## src/rtl/fetch_stage.sv

```systemverilog
`default_nettype none
// ============================================================================
// Module   : fetch_stage
// Purpose  : IF stage - owns the PC, drives instruction memory, fills IF/ID.
// Revision : 1.0 - initial release
// ============================================================================
module fetch_stage #(
    parameter logic [15:0] NOP_WORD = 16'h0000,
    parameter logic [4:0]  HALT_OP  = 5'b00001,
    parameter logic [7:0]  RESET_PC = 8'h00
) (
    input  logic        clock,
    input  logic        reset,
    input  logic        enable,
    input  logic        stall,
    input  logic        redirect,
    input  logic [7:0]  redirect_addr,
    output logic [7:0]  imem_addr,
    input  logic [15:0] imem_rdata,
    output logic [15:0] id_instr,
    output logic [7:0]  id_pc,
    output logic [7:0]  id_npc,
    output logic        id_valid,
    output logic        halted
);

    typedef enum logic [1:0] {
        S_IDLE   = 2'd0,
        S_RUN    = 2'd1,
        S_HALTED = 2'd2
    } state_t;

    state_t      r_state;
    state_t      w_state_nxt;
    logic [7:0]  r_pc;
    logic [7:0]  w_pc_nxt;
    logic [7:0]  w_pc_inc;
    logic [15:0] r_id_instr;
    logic [15:0] w_id_instr_nxt;
    logic [7:0]  r_id_pc;
    logic [7:0]  w_id_pc_nxt;
    logic [7:0]  r_id_npc;
    logic [7:0]  w_id_npc_nxt;
    logic        r_id_valid;
    logic        w_id_valid_nxt;
    logic        r_halted;
    logic        w_is_halt;

    assign w_pc_inc  = r_pc + 8'd1;
    assign w_is_halt = (imem_rdata[15:11] == HALT_OP);

    always_comb begin
        w_state_nxt    = r_state;
        w_pc_nxt       = r_pc;
        w_id_instr_nxt = r_id_instr;
        w_id_pc_nxt    = r_id_pc;
        w_id_npc_nxt   = r_id_npc;
        w_id_valid_nxt = r_id_valid;
        if (enable) begin
            unique case (r_state)
                S_IDLE: begin
                    w_state_nxt    = S_RUN;
                    w_id_instr_nxt = NOP_WORD;
                    w_id_valid_nxt = 1'b0;
                end
                S_RUN: begin
                    // A redirect wins over stall/HALT: the fetched word is wrong-path.
                    if (redirect) begin
                        w_pc_nxt       = redirect_addr;
                        w_id_instr_nxt = NOP_WORD;
                        w_id_valid_nxt = 1'b0;
                    end else if (!stall) begin
                        w_id_instr_nxt = imem_rdata;
                        w_id_pc_nxt    = r_pc;
                        w_id_npc_nxt   = w_pc_inc;
                        w_id_valid_nxt = 1'b1;
                        if (w_is_halt) begin
                            w_state_nxt = S_HALTED;
                        end else begin
                            w_pc_nxt = w_pc_inc;
                        end
                    end
                end
                S_HALTED: begin
                    w_id_instr_nxt = NOP_WORD;
                    w_id_valid_nxt = 1'b0;
                    if (redirect) begin
                        w_pc_nxt    = redirect_addr;
                        w_state_nxt = S_RUN;
                    end
                end
                default: begin
                    w_state_nxt    = S_IDLE;
                    w_id_instr_nxt = NOP_WORD;
                    w_id_valid_nxt = 1'b0;
                end
            endcase
        end
    end

    always_ff @(posedge clock or negedge reset) begin
        if (!reset) begin
            r_state    <= S_IDLE;
            r_pc       <= RESET_PC;
            r_id_instr <= NOP_WORD;
            r_id_pc    <= 8'h00;
            r_id_npc   <= 8'h00;
            r_id_valid <= 1'b0;
            r_halted   <= 1'b0;
        end else begin
            r_state    <= w_state_nxt;
            r_pc       <= w_pc_nxt;
            r_id_instr <= w_id_instr_nxt;
            r_id_pc    <= w_id_pc_nxt;
            r_id_npc   <= w_id_npc_nxt;
            r_id_valid <= w_id_valid_nxt;
            r_halted   <= (w_state_nxt == S_HALTED);
        end
    end

    assign imem_addr = r_pc;
    assign id_instr  = r_id_instr;
    assign id_pc     = r_id_pc;
    assign id_npc    = r_id_npc;
    assign id_valid  = r_id_valid;
    assign halted    = r_halted;

endmodule
`default_nettype wire

```

## config.mk

```make
export PLATFORM = sky130hd
export DESIGN_NAME = fetch_stage
export DESIGN_NICKNAME = d
export VERILOG_FILES = /design/src/rtl/fetch_stage.sv
export SDC_FILE = /design/constraint.sdc
export NUM_CORES = 1
export LEC_CHECK = 0
export BUFFER_PORTS_ARGS = -buffer_cell sky130_fd_sc_hd__buf_2
export CAP_MARGIN = 30
export CORE_UTILIZATION = 50
export CTS_CLUSTER_SIZE = 40
export DETAILED_ROUTE_END_ITERATION = 10
export PLACE_DENSITY = 0.9
export RECOVER_POWER = 25
export SLEW_MARGIN = 0
export SYNTH_ARGS = -nofsm -noshare
export SYNTH_HDL_FRONTEND = slang
export SYNTH_SLANG_ARGS = --single-unit
```

## constraint.sdc

```tcl
create_clock -name clock -period 2.3 [get_ports clock]
set_input_delay 0.46 -clock clock [delete_from_list [all_inputs] [get_ports clock]]
set_output_delay 0.46 -clock clock [all_outputs]
set_load 0.03 [all_outputs]
```

======== After elaboration in Yosys (flattened, before gate mapping) ========
Cells that the tools add are included.
storage, ports and cells
  register bits after elaboration ......... 44
  word-level logic and storage cells ...... 39
  input bits .............................. 29
  output and inout bits ................... 42
cells by class
  add/sub/neg operators ................... 1
  eq/ne operators ......................... 7
  bitwise gates (word level) .............. 2
  reduce and logical (&&, ||, !) cells .... 5
  mux-type cells .......................... 17
operators with widths
  cell                   count
  $mux W16               3
  $mux W8                4
  $pmux W8 S2            1
  $mux W2                5
  $add A8 B1 Y8 const B  1
  $ne A3 B3 Y1 const B   2
  $pmux W2 S3            1
  $eq A5 B1 Y1 const B   1
  $reduce_and A5 Y1      1
  $eq A2 B2 Y1 const B   2
  $reduce_and A4 Y1      1
  $mux W1                3
  $eq A2 B1 Y1 const B   1
  $logic_not A2 Y1       1
  $ne A2 B2 Y1 const B   1
  $not A1 Y1             2
  $reduce_and A2 Y1      1
  $reduce_bool A2 Y1     1

======== Depth between registers and ports, before layout ========
Gate-level depths: netlist (run 1).
  depth after elaboration ................. 7
  mapped depth ............................ 6
  depth with buffers taken out ............ 5

======== Worst setup path after synthesis (run 1) ========
OpenSTA, ideal clock, no wires.
  path type ............................... input to register
  from .................................... input redirect
  to ...................................... register r_pc[1], in the netlist imem_addr[1]
  arrival ................................. 1.643 ns
  required time ........................... 2.172 ns
  path slack .............................. 0.529 ns
  stages on the path ...................... 6
  path through ............................ buf_2 nor3b_1 a211o_1 buf_2 a21oi_4 mux2_1
between the ends
  longest elaborated chain between the ends .. 2
  elaborated cells on any way between the ends .. 6
  classes of those cells .................. 3 x eq/ne; 2 x mux; 1 x reduce/logical
RTL lines
  item                                                               line  source
  start, declared                                                    16    input logic redirect,
  $ne A3 B3 Y1 (no source line) (tied with other cells)              n/a
  $reduce_and A5 Y1 (no source line) or $pmux W8 S2 (tied branches)  n/a
  end signal, assigned                                               112   r_pc <= w_pc_nxt;
  end, declared                                                      35    logic [7:0] r_pc;
Parallel ways exist; a longest one is shown, timed or not.
A chain may end at the register's enable or synchronous reset.

======== Worst setup path after layout (run 1) ========
  from .................................... register r_state[1]
  to ...................................... register r_pc[1], in the netlist imem_addr[1]
between the ends
  longest elaborated chain between the ends .. 3
  elaborated cells on any way between the ends .. 8
  classes of those cells .................. 5 x eq/ne; 1 x mux; 2 x reduce/logical
RTL lines
  item                                                   line  source
  start, declared                                        33    state_t r_state;
  start signal, assigned                                 111   r_state <= w_state_nxt;
  $eq A2 B1 Y1 or $eq A2 B2 Y1 (tied branches)           60    unique case (r_state)
  $ne A3 B3 Y1 (no source line) (tied with other cells)  n/a
  $reduce_and A5 Y1 (no source line)                     n/a
Parallel ways exist; a longest one is shown, timed or not.

==> results of run 1 <==
[through the flow]
step / setup slack [ns] / cells
6_report: 0.503 / 326
5_1_grt: 0.356 / 326
4_1_cts: 0.512 / 326
3_5_place_dp: 0.257 / 318
3_3_place_gp: 0.304 / 318
2_1_floorplan: 0.529 / 208
[cells by family after synthesis]
kind of cell,after synthesis,synth area share (%)
compound gates,52,16.7
buf+inv,16,3.92
flops,44,52.3
xor+xnor,6,2.49
fa+ha+maj,1,0.594
simple gates,75,16.8
mux,14,7.24
[worst max-delay path by stage]
stage                     cells after the start                       end
final                                         4  imem_addr[1]$_DFFE_PN0P_
after global routing                          4  imem_addr[1]$_DFFE_PN0P_
after CTS                                     4  imem_addr[1]$_DFFE_PN0P_
after detailed placement                      5  imem_addr[1]$_DFFE_PN0P_
after global placement                        5  imem_addr[1]$_DFFE_PN0P_
after floorplan                               6  imem_addr[1]$_DFFE_PN0P_
[sequential cells by signal, indices dropped and copies added, names as in the netlist]
register   cells
id_valid       1
id_npc         8
id_pc          8
r_state        2
id_instr      16
halted         1
imem_addr      8
[worst max-delay path, stage by stage, from the launching register on]
cell and delay [ns]:
sky130_fd_sc_hd__dfrtp_1 0.45, sky130_fd_sc_hd__nor2b_1 0.29, sky130_fd_sc_hd__nand2_1 0.28, sky130_fd_sc_hd__a21oi_4 0.32
sky130_fd_sc_hd__mux2_1 0.35
[power groups by stage]
| stage | logic [mW] | registers (mW) | clock network (mW) |
|---|---|---|---|
| global route | 1.07 | 1.13 | 0.678 |
| detailed placement | 0.983 | 1.12 | 0 |
| global placement | 0.960 | 1.11 | 0 |
| CTS | 0.994 | 1.11 | 0.649 |
| floorplan | 0.339 | 1.46 | 0 |
| finish | 0.986 | 1.11 | 0.634 |
[cell type report]
cell class / count / area share, %
clock buffers: 7 / 3.71
well taps: 50 / 2.41
multi-input cells: 148 / 35.5
repair buffers: 74 / 14.5
flip-flops and latches: 44 / 42.4
clock inverters: 1 / 1.16
inverters: 2 / 0.289
[per-layer routing]
layer / up-vias / global-route usage, %
met4: 0 / 8.51
met2: 50 / 35.6
met3: 10 / 4.11
met5: - / 0
li1: 858 / -
met1: 850 / 32.3
[cells in the final DEF (no fill, tap or decap), drive strengths merged, types with 2 or more instances in the layout]
master,instances
mux2i,4
xor2,2
buf,73
a211o,2
and3,3
nor3,4
xnor2,4
nand3,2
nand4,2
o21ai,29
a2bb2oi,5
nor2b,3
a311oi,2
inv,2
clkbuf,8
nor2,3
a211oi,5
mux2,10
nand2,50
nor3b,4
dfrtp,44
==> out/results.md, run 1 <==
| Item | Reported | Unit |
|---|---|---|
| Run status | completed | - |
| Fillers | 328 | - |
| Leftover overflow at the end of global routing | 0 | - |
| Yosys top cell by area | sky130_fd_sc_hd__dfrtp_1 | - |
| Peak supply drop | 739 | µV |
| Fin nets | 305 | - |
| Met1 wire length | 2.06 | mm |
| Final standard cell utilization of the core | 64.5 | % |
| Worst slew pin tran | 1.06 | ns |
| RD Place Congestion | 0.862 | - |
| Yosys synthesis warning count | 0 | - |
| Flop pwr share | 40.6 | % |
| Type of the setup path with the least slack | flop to flop | - |
| Distinct cell type count of the synthesized netlist | 41 | - |
| Post-CTS setup buffer count | 0 | - |
| Highest signal layer in the routed design | met4 | - |
| Clock share of power | 23.3 | % |
| Required @ worst endpoint | 2.48 | ns |
| All-Layer GR Usage | 23.1 | % |
| Count of buffers from port buffering | 70 | - |
| Total length of routed wires | 4.70 | mm |
| Chip width | 66.9 | µm |
| Final hold violation count | 0 | - |
| ANT cells | 0 | - |
| ANT nets after route | 0 | - |
| Detailed-routing iteration count for the pre-antenna-repair pass | 4 | - |
| Maximum number of pins on one net before global-route repair | 45 | - |
| Area of the multi-input gates | 923 | µm² |
| Slack of the worst reg-to-reg path | 0.50 | ns |
| Top cell types by occurrence after synthesis | sky130_fd_sc_hd__nand2_1, sky130_fd_sc_hd__dfrtp_1, sky130_fd_sc_hd__o21ai_0 | - |
| Path class of the lowest-slack min-delay path | input pin to flop | - |
| Critical Path Source Type | flop | - |
| I/O Pins | 71 | - |
| Initial Util | 52.3 | % |
| Routed wire length per instance | 14.4 | µm |
| Maximum fanout encountered on the critical timing path | 9 | - |
| Worst clock skew | 0.00405 | ns |
| Clk_lat worst skew | 0.29 | ns |
| Combinational power share | 36.2 | % |
| Hold path cells | 3 | - |
| Fraction of layout cells with a size suffix above 1 | 33.7 | % |
| Total cell area at the placement stage | 2470 | µm² |
| Seq. cell area | 1100 | µm² |
| Mean instance size in the synthesized netlist | 10.1 | µm² |
| Cell Area, Synth | 2110 | µm² |
| Most used DFF post-synth | sky130_fd_sc_hd__dfrtp_1 | - |
| Endpoint of the most critical register-to-register path | imem_addr[1]$_DFFE_PN0P_ | - |
| Clock tree from TritonCTS | yes | - |
| Die area | 4480 | µm² |
| Worst relative slew slack | 29.4 | % |
| First-pass GRT wire length | 7.62 | mm |
| Hold path startpoint | imem_rdata[6] | - |
| HPWL after detailed placement | 3.33 | mm |
| Synthesized instance count | 208 | - |
| Via density per instance | 5.42 | - |
| Final Power | 2.73 | mW |
| Switch Pwr | 1.05 | mW |
| CTS H-Tree Depth | 2 | - |
| WHS | 0.398 | ns |
| Buffer levels on the longest clock path | 2 | - |
| CTS clk-pin slew, worst paths | 0.08 | ns |
| R2R Path Start | r_state[1]$_DFF_PN0_ | - |
| Number of synthesized flops with an enable pin | 0 | - |
| Cells taking the most area after synthesis | sky130_fd_sc_hd__dfrtp_1, sky130_fd_sc_hd__nand2_1, sky130_fd_sc_hd__o21ai_0 | - |
| Wire length on met3 | 206 | µm |
| Share of synthesized flip-flops with an asynchronous set or reset | 100 | % |
| Post-detailed-route DRC marker count | 0 | - |
| CTS Root Buffer Type | sky130_fd_sc_hd__clkbuf_8 | - |
| Wire length on met2 | 2.34 | mm |
| Worst R2R Path Depth | 4 | - |
| Setup TNS after final layout | 0 | ns |
| Number of global-route vias before repair | 1551 | - |
| Pleak | 1.28 | nW |
| Area growth from synthesis to layout | 23.3 | % |
| Area share of the largest cell type after synthesis | 52.3 | % |
| Share of the clock period used by the worst path after layout | 78.1 | % |
| Cts bufs inserted | 5 | - |
| Count of final setup violators | 0 | - |
| Cell Rows | 23 | - |
| Flop and latch count out of synthesis | 44 | - |
| Pwr Density | 1050 | nW/µm² |
| Final standard cell area without fillers | 2600 | µm² |
| Syn nets | 238 | - |
| Die height | 66.9 | µm |
| Number of antenna violations at the first check in global routing | 0 | - |
| Area inside the core boundary | 4030 | µm² |
| Total clock sinks | 44 | - |
| Most common cell in the netlist | sky130_fd_sc_hd__nand2_1 | - |
| Setup repair after global routing missed its margin | no | - |
| Tmin final | 1.80 | ns |
| Number of max-slew violations in the final report | 0 | - |
| Resize count post-CTS | 0 | - |
| Critical path startpoint | r_state[1]$_DFF_PN0_ | - |
| Arrival time at the worst endpoint | 1.98 | ns |
| Switch share | 38.7 | % |
| Worst Hold Path EP | id_instr[6]$_DFFE_PN0P_ | - |
| Element type at the critical path end | flop | - |
| Via count | 1768 | - |
| Count of routing violations after the opening detailed-route iteration | 158 | - |
| Internal power contribution | 1.67 | mW |
| Number of max-cap violations | 0 | - |
| Peak clock frequency supported by timing | 556 | MHz |
| CTS Hold Bufs | 0 | - |
| Share of the yosys chip area belonging to registers | 52.3 | % |
No activity file was read; power rests on OpenSTA's default activity.
==> run 2, diff against run 1 <==
- ABC_AREA: not set -> 1
- clock period: 2.3 -> 1.76 ns (I/O delays scaled with it)
==> run 2 against run 1 <==
Combinational power increased by 73%. Critical path depth grew 4. Final cell count grew 19%. Count of clock-buffer cells in the layout fell by 2. Clock power grew 67%. Wire length increased by 3.9%. Critical path type unchanged. Critical endpoint is now imem_addr[6]$_DFFE_PN0P_. Largest cell class unchanged. Largest power group is now combinational logic.
==> out/results.md, run 2 <==
| Item | Reported | Unit |
|---|---|---|
| Run status | completed | - |
| Pwr Density | 1610 | nW/µm² |
| Number of synthesized flops with an enable pin | 0 | - |
| RD Place Congestion | 0.871 | - |
| Element type at the critical path end | flop | - |
| Via density per instance | 4.93 | - |
| Yosys synthesis warning count | 0 | - |
| Multiplexer area fraction after synthesis | 0 | % |
| Worst setup slack before clock tree synthesis | 0.0653 | ns |
| Critical Path Source Type | flop | - |
| Number of antenna violations at the first check in global routing | 0 | - |
| CTS Root Buffer Type | sky130_fd_sc_hd__clkbuf_8 | - |
| Count of routing violations after the opening detailed-route iteration | 152 | - |
| Clk_lat worst skew | 0.30 | ns |
| Buffer levels on the longest clock path | 2 | - |
| Total clock sinks | 44 | - |
| CTS H-Tree Depth | 2 | - |
| I/O Pins | 71 | - |
| Final hold violation count | 0 | - |
| Area growth from synthesis to layout | 26.3 | % |
| Initial Util | 52.7 | % |
| Synthesized instance count | 261 | - |
| Area inside the core boundary | 4030 | µm² |
| Path class of the lowest-slack min-delay path | input pin to async pin | - |
| Max reg flops | 16 | - |
| Worst slew pin tran | 1.06 | ns |
| Top cell types by occurrence after synthesis | sky130_fd_sc_hd__nand2_1, sky130_fd_sc_hd__dfrtp_1, sky130_fd_sc_hd__inv_1 | - |
| Most frequent standard cell in the layout excluding fill and tap cells | sky130_fd_sc_hd__nand2_1 | - |
| Total length of routed wires | 4.88 | mm |
| Most common cell in the netlist | sky130_fd_sc_hd__nand2_1 | - |
| Fraction of synthesized cell area in xor and xnor cells | 0.412 | % |
| Leftover overflow at the end of global routing | 0 | - |
| CTS clk-pin slew, worst paths | 0.08 | ns |
| Maximum fanout encountered on the critical timing path | 13 | - |
| Count of buffers from port buffering | 70 | - |
| Via count | 1908 | - |
| Number of global-route vias before repair | 1775 | - |
| Number of max-cap violations | 0 | - |
| Required @ worst endpoint | 1.96 | ns |
| Fillers | 331 | - |
| Tmin final | 1.54 | ns |
| Number of max-slew violations in the final report | 0 | - |
| Setup TNS after final layout | 0 | ns |
| Commonest cells after routing, fill and taps aside | sky130_fd_sc_hd__nand2_1, sky130_fd_sc_hd__buf_2, sky130_fd_sc_hd__dfrtp_1 | - |
| Post-synthesis adder-cell area fraction | 0.589 | % |
| ANT nets after route | 0 | - |
| First-pass GRT wire length | 7.98 | mm |
| Area share of the largest cell type after synthesis | 51.8 | % |
| Mean instance size in the synthesized netlist | 8.14 | µm² |
| Combinational family with the most area after synthesis | simple AND/OR/NAND/NOR gates | - |
| Setup repair after global routing missed its margin | no | - |
| Fraction of layout cells with a size suffix above 1 | 31.5 | % |
| Share of synthesized flip-flops with an asynchronous set or reset | 100 | % |
| Syn nets | 291 | - |
| Peak supply drop | 801 | µV |
| Chip width | 67.2 | µm |
| Cts bufs inserted | 5 | - |
| Count of final setup violators | 0 | - |
| Share of the yosys chip area belonging to registers | 51.8 | % |
| Cell Rows | 23 | - |
| ANT cells | 0 | - |
| Fin nets | 366 | - |
| Worst clock skew | 0.00594 | ns |
| Die height | 67.2 | µm |
| Simple-gate area share of the yosys netlist | 29.6 | % |
| Maximum number of pins on one net before global-route repair | 28 | - |
| Arrival time at the worst endpoint | 1.74 | ns |
| Yosys top cell by area | sky130_fd_sc_hd__dfrtp_1 | - |
| Most used DFF post-synth | sky130_fd_sc_hd__dfrtp_1 | - |
| Cell Area, Synth | 2120 | µm² |
| Distinct cell type count of the synthesized netlist | 23 | - |
| Worst relative slew slack | 29.6 | % |
| All-Layer GR Usage | 23.9 | % |
| Peak clock frequency supported by timing | 647 | MHz |
| HPWL after detailed placement | 3.50 | mm |
| Post-detailed-route DRC marker count | 0 | - |
| Cells taking the most area after synthesis | sky130_fd_sc_hd__dfrtp_1, sky130_fd_sc_hd__nand2_1, sky130_fd_sc_hd__inv_1 | - |
| Flop and latch count out of synthesis | 44 | - |
| Clock tree from TritonCTS | yes | - |
| Die area | 4510 | µm² |
| Pleak | 1.51 | nW |
| Type of the setup path with the least slack | flop to flop | - |
| Final critical-path setup slack | 0.215 | ns |
| Detailed-routing iteration count for the pre-antenna-repair pass | 4 | - |
| Share of the clock period used by the worst path after layout | 87.8 | % |
| Share of the synthesized area in compound gates (AO/OA/AOI/OAI) | 10.1 | % |
| Routed wire length per instance | 12.6 | µm |
-- run 2: kinds of logic (layout without fill, tap and decap cells) --
group	count (synthesis)	in the layout
AOI/OAI and AO/OA	35	35
xor gates and xnor gates	1	1
adders and majority gates	1	1
buffers and inverters	34	110
DFF	44	44
and+or+nand+nor	146	146
-- run 2: path summary, 6_finish.rpt --
check                           cells after the start                       end                   from  slack (ns)
worst max-delay path                                8  imem_addr[6]$_DFFE_PN0P_   r_state[0]$_DFF_PN0_        0.22
worst min-delay path                                1      id_pc[1]$_DFFE_PN0P_                  reset        0.21
worst max register to register                      8  imem_addr[6]$_DFFE_PN0P_   r_state[0]$_DFF_PN0_        0.22
worst min register to register                      2     id_npc[5]$_DFFE_PN0P_  id_npc[5]$_DFFE_PN0P_        0.47
max in group asynchronous                           2     id_npc[4]$_DFFE_PN0P_                  reset        0.38
min in group clock                                  3   id_instr[3]$_DFFE_PN0P_          imem_rdata[3]        0.30
-- run 2: worst max-delay path, stage by stage (launching register included) --
cell	delay, ns
sky130_fd_sc_hd__dfrtp_1	0.44
sky130_fd_sc_hd__nand2_2	0.14
sky130_fd_sc_hd__inv_1	0.07
sky130_fd_sc_hd__nand2_2	0.09
sky130_fd_sc_hd__nand3_1	0.12
sky130_fd_sc_hd__nor2_4	0.28
sky130_fd_sc_hd__inv_1	0.15
sky130_fd_sc_hd__nand2_1	0.09
sky130_fd_sc_hd__nand2_1	0.06
-- run 2: repair_timing --
item | in CTS | in global routing
hold buffers | 0 | 0
gates resized for setup | 0 | 1
endpoints found under the setup margin | 0 | 23
setup buffers | 0 | 2
-- run 2: area by class of cell --
type | instances | area (µm²) | share of cell area (%)
Tap cell | 50 | 62.6 | 2.33
Inverter | 27 | 106 | 3.96
Sequential cell | 44 | 1100 | 41.0
Multi-Input combinational cell | 183 | 870 | 32.4
Timing Repair Buffer | 75 | 384 | 14.3
Clock inverter | 3 | 90.1 | 3.36
Clock buffer | 5 | 68.8 | 2.57
-- run 2: power breakdown --
part	leakage, nW	internal (mW)	switching, mW	total [mW]
Combinational	0.858	0.495	1.22	1.71
Clock	0.0784	0.709	0.351	1.06
Sequential	0.569	1.31	0.227	1.54
Total	1.51	2.52	1.79	4.31
-- run 2: through the flow --
step / util, % / instance area (µm²) / hold WS, ns / cells / power (mW)
final: 66.6 / 2680 / 0.211 / 387 / 4.31
after global routing: 66.6 / 2680 / 0.274 / 387 / 4.54
after CTS: 66.5 / 2680 / 0.00191 / 385 / 4.32
after detailed placement: 62.5 / 2520 / 0.332 / 377 / 3.24
after global placement: 62.5 / 2520 / 0.325 / 377 / 3.20
after floorplan: - / 2120 / 0.0564 / 261 / 2.73
-- run 2: metal layers --
layer  share of wire, %  global-route usage [%]  vias up
li1                   -                       -      966
met1                 45                    32.7      883
met2                 49                    36.4       51
met3                4.1                    5.74        8
met4                1.9                    9.57        0
met5                  0                       0        -
